--- src/rtl/logic_result_checker_pkg.sv ---
// Shared definitions for the logic-unit checking path: the function-select
// encoding used by both logic_unit and its checker.
package logic_result_checker_pkg;

  // {S1,S0} function select encoding shared by stimulus and golden model.
  typedef enum logic [1:0] {
    OP_AND = 2'b00,
    OP_OR  = 2'b01,
    OP_XOR = 2'b10,
    OP_NOT = 2'b11
  } op_e;

  localparam int SEL_W = 2;

endpackage

--- src/rtl/logic_result_checker_ref.sv ---
// Golden model of logic_unit: purely combinational result for one operation.
module logic_unit_ref
  import logic_result_checker_pkg::*;
#(
  parameter int WIDTH = 32
) (
  input  logic [WIDTH-1:0] A,
  input  logic [WIDTH-1:0] B,
  input  logic [SEL_W-1:0] sel,
  output logic [WIDTH-1:0] exp
);

  // Decode the function select into the expected logic result; B unused for NOT.
  always_comb begin
    exp = '0;
    case (sel)
      OP_AND:  exp = A & B;
      OP_OR:   exp = A | B;
      OP_XOR:  exp = A ^ B;
      OP_NOT:  exp = ~A;
      default: exp = '0;
    endcase
  end

endmodule

--- config.mk ---
export PLATFORM = sky130hd
export DESIGN_NAME = logic_unit_ref
export DESIGN_NICKNAME = d
export VERILOG_FILES = /design/src/rtl/logic_result_checker_pkg.sv /design/src/rtl/logic_result_checker_ref.sv
export SDC_FILE = /design/constraint.sdc
export NUM_CORES = 1
export LEC_CHECK = 0
export BUFFER_PORTS_ARGS = -buffer_cell sky130_fd_sc_hd__buf_4
export CAP_MARGIN = 20
export CORE_MARGIN = 2
export CORE_UTILIZATION = 40
export DETAILED_ROUTE_END_ITERATION = 12
export GPL_TIMING_DRIVEN = 0
export PLACE_DENSITY_LB_ADDON = 0.05
export SETUP_SLACK_MARGIN = 0.5
export SYNTH_ARGS = -nofsm -noshare
export SYNTH_HDL_FRONTEND = slang
export SYNTH_SLANG_ARGS = --single-unit
export TNS_END_PERCENT = 50
--- constraint.sdc ---
create_clock -name vclk -period 1.14
set_clock_uncertainty 0.1 [all_clocks]
set_input_delay 0.114 -clock vclk [all_inputs]
set_output_delay 0.114 -clock vclk [all_outputs]
set_load 0.02 [all_outputs]
Yosys cells after proc, flatten, opt, wreduce, memory -nomap -nowiden
Index checks and enable logic that the tools add are counted.

cells by class
  multiply operators = 0
  eq/ne operators = 3
  order comparisons = 0
  reductions and logical operators = 1
  divide/modulo/power cells = 0
  multiplexer cells = 1
  $add $sub $neg = 0
  bitwise logic cells = 4
  shift-type cells = 0

operators by type and width
  operator                                        number
  case mux 32 bit (4 select lines)                1
  bitwise AND 32 bit                              1
  NOT 32 bit                                      1
  OR 32 bit                                       1
  XOR 32 bit                                      1
  == test 2 bit (second input constant)           2
  == test 2 x 1 -> 1 bit (second input constant)  1
  logical NOT 2 bit                               1

storage, ports and cells
  bits in read-only memories = 0
  memory bits (writable) = 0
  input port bits = 66
  latch bits = 0
  flip-flop bits (word level) = 0
  memories kept = 0

Longest topological paths before layout
  word-level depth = 2
  gate-level depth with buffers = 4

Least setup slack after synthesis
OpenSTA, ideal clock, no wires.

  kind = input -> output
  start point = input A[28]
  end point = output exp[28]
  data required time = 926 ps
  path buffers = 0
  data arrival time = 1003 ps
  stages = 3
  path slack = -77 ps
  path through = inv_1 > ha_1 > mux4_1

on the way
  word-level cells in the longest chain between the ends = 2
  elaborated cells on any way between the ends = 5
  those cells by class = 1 x mux; 4 x bitwise

RTL lines
  element                               RTL line                        text
  start: declaration                    logic_result_checker_ref.sv:7   input logic [WIDTH-1:0] A,
  XOR 32 bit (tied with other cells)    logic_result_checker_ref.sv:19  OP_XOR: exp = A ^ B;
  case mux 32 bit (4 select lines) (*)  logic_result_checker_ref.sv:16  case (sel)
  end: declaration                      logic_result_checker_ref.sv:10  output logic [WIDTH-1:0] exp

Mark *: on every way between the ends. The rest lies on a longest branch, timed or not.

Worst setup path after layout
  start point = input A[9]
  end point = output exp[9]

The elaborated chain is that of the path after synthesis.

==> reports/metrics.csv <==
stage;metric;value;unit
run_status;status;complete, but fails checks;
floorplan;initial_core_util;41.9;%
sta;worst_pin_slew;110;ps
cells_and_area;regArea;0;um^2
power_and_ir_drop;ir_drop;246;uV
floorplan;ioPinCount;98;
detailed_routing;drt_first_pass_iters;4;
sta;finalCriticalPeriod;1300;ps
run;drv_cap;0;
place;io_buffers;96;
sta;slew-limit-headroom;92.7;%
cells_and_area;nFlopsAndLatches;0;
floorplan;dieArea;5560;um^2
detailed_routing;drc;0;
hold_path;worstHoldPathCells;3;
grt;grt_overflow_total;0;
place;dpl.hpwl;3440;um
cells_and_area;multi_input_area;1920;um^2
sta;setup_slack;-156;ps
sta;fmax;772;MHz
yosys;seq_area_frac_synth;0;%
power_and_ir_drop;p_per_area;411;nW/um^2
detailed_routing;routedWlPerCell;13.0;um
grt;grt_max_degree;11;
yosys;yosys.area.top_type;ha_1;
floorplan;die_w;74.6;um
place;routabilityCongestion;0.746;
sta;hold_viol;0;
cells_and_area;fillers;287;
grt;grt_pass1_vias;1856;
grt;grt_pass1_wl;7850;um
detailed_routing;drt_wl_total;4810;um
cells_and_area;final_nets;434;
yosys;syn_area;1990;um^2
sta;period_share;114;%
yosys;postSynthAreaPerCell;9.97;um^2
place;dp_cells;363;
sta;drv_slew;0;
yosys;synth_common_cells;inv_1, ha_1, mux4_2, buf_6;
floorplan;num_rows;25;
sta;setup_viol;32;
place;pre_cts_slack;-240;ps
run_status;violations;negative setup slack;
cells_and_area;drive_gt1_share;78.8;%
yosys;synth_top_area_share;40.2;%
sta;rsz0062_at_grt;yes;
setup_path;worst-path-max-fanout;2;
detailed_routing;ant_nets;0;
grt;antenna_found_initial;0;
setup_path;crit_type;in2out;
setup_path;start_kind;primary input;
cells_and_area;fin_cells;369;
yosys;syn-instance-count;200;
cells_and_area;n_antenna_cell;0;
power_and_ir_drop;p_leak;1.79;nW
detailed_routing;num_vias;1739;
hold_path;hold_class;in2out;
cells_and_area;syn_to_final_growth;94.5;%
yosys;syn_nets;330;
cells_and_area;clock_buffers;0;
detailed_routing;drt_iter0_drc;24;
yosys;synth.distinct_cells;8;
grt;track_usage;17.7;%
setup_path;end_kind;output pin;
setup_path;cp.required;930;ps
setup_path;crit_arrival;1080;ps
detailed_routing;via_per_inst;4.71;
yosys;ys.warnings.count;0;
yosys;synth_most_common_cell;inv_1;
floorplan;fp.dieH;74.6;um
yosys;synthTopCellsByArea;ha_1, mux4_2, inv_1;
floorplan;core;4750;um^2
final cells by class:
type	count	area share (%)
multi-input combinational	96	49.6
timing repair buffer	102	31.4
inverter	96	13.7
buffer	8	3.19
tap	67	2.16
layout by cell type, fill, tap and decap left out:
cell type,netlist,final
inv_1,96,32
inv_12,0,1
mux4_2,30,32
inv_2,0,3
buf_6,3,76
buf_8,1,24
ha_1,64,32
buf_12,2,4
inv_4,0,57
inv_6,0,3
buf_4,2,6
ha_4,0,32
timing repair:
action | CTS | global route
setup endpoints to repair | 32 | 32
hold buffers | 0 | 0
pin swaps | 7 | 7
resized for setup | 172 | 22
buffers inserted | 3 | 3
per-layer routing:
layer / GRT usage, % / share of wire [%] / vias to the layer above
li1: - / - / 836
met1: 19.4 / 33 / 842
met2: 37.3 / 61 / 57
met3: 1.63 / 5.9 / 4
met4: 1.59 / 0.62 / 0
met5: 0 / 0 / -
report_power, final:
| group | switching (mW) | total, mW | internal (mW) |
|---|---|---|---|
| Sequential | 0 | 0 | 0 |
| Combinational | 0.667 | 1.59 | 0.927 |
| Clock | 0 | 0 | 0 |
final timing paths:
check | to | slack [ps] | start
min | exp[4] | 560 | sel[1]
max | exp[9] | -160 | A[9]
critical path, cell delays in order:
cell	delay, ps
buf_8	100
inv_6	50
ha_4	180
mux4_2	480
buf_6	150
cell families (layout without fill, tap and decap cells):
logic type	after synthesis	count (layout)	share of synthesized area, %
adder cells (fa/ha/maj)	64	64	40.2
buffers and inverters	104	206	23.3
multiplexers	32	32	36.5
per-stage QoR:
stage / cell area, um^2 / hold WS [ps] / setup TNS [ps] / utilization, % / total power [mW]
after CTS: 3780 / 570 / -4180 / 79.4 / 1.55
after global routing: 3880 / 588 / -4880 / 81.6 / 1.73
after detailed placement: 2900 / 575 / -6640 / 60.9 / 1.20
final: 3880 / 563 / -4240 / 81.6 / 1.59
after global placement: 2900 / 571 / -6330 / 60.9 / 1.18
after floorplan: 2090 / 449 / 0 / - / 0.683
Note: power is estimated with default switching activity, not from simulation.
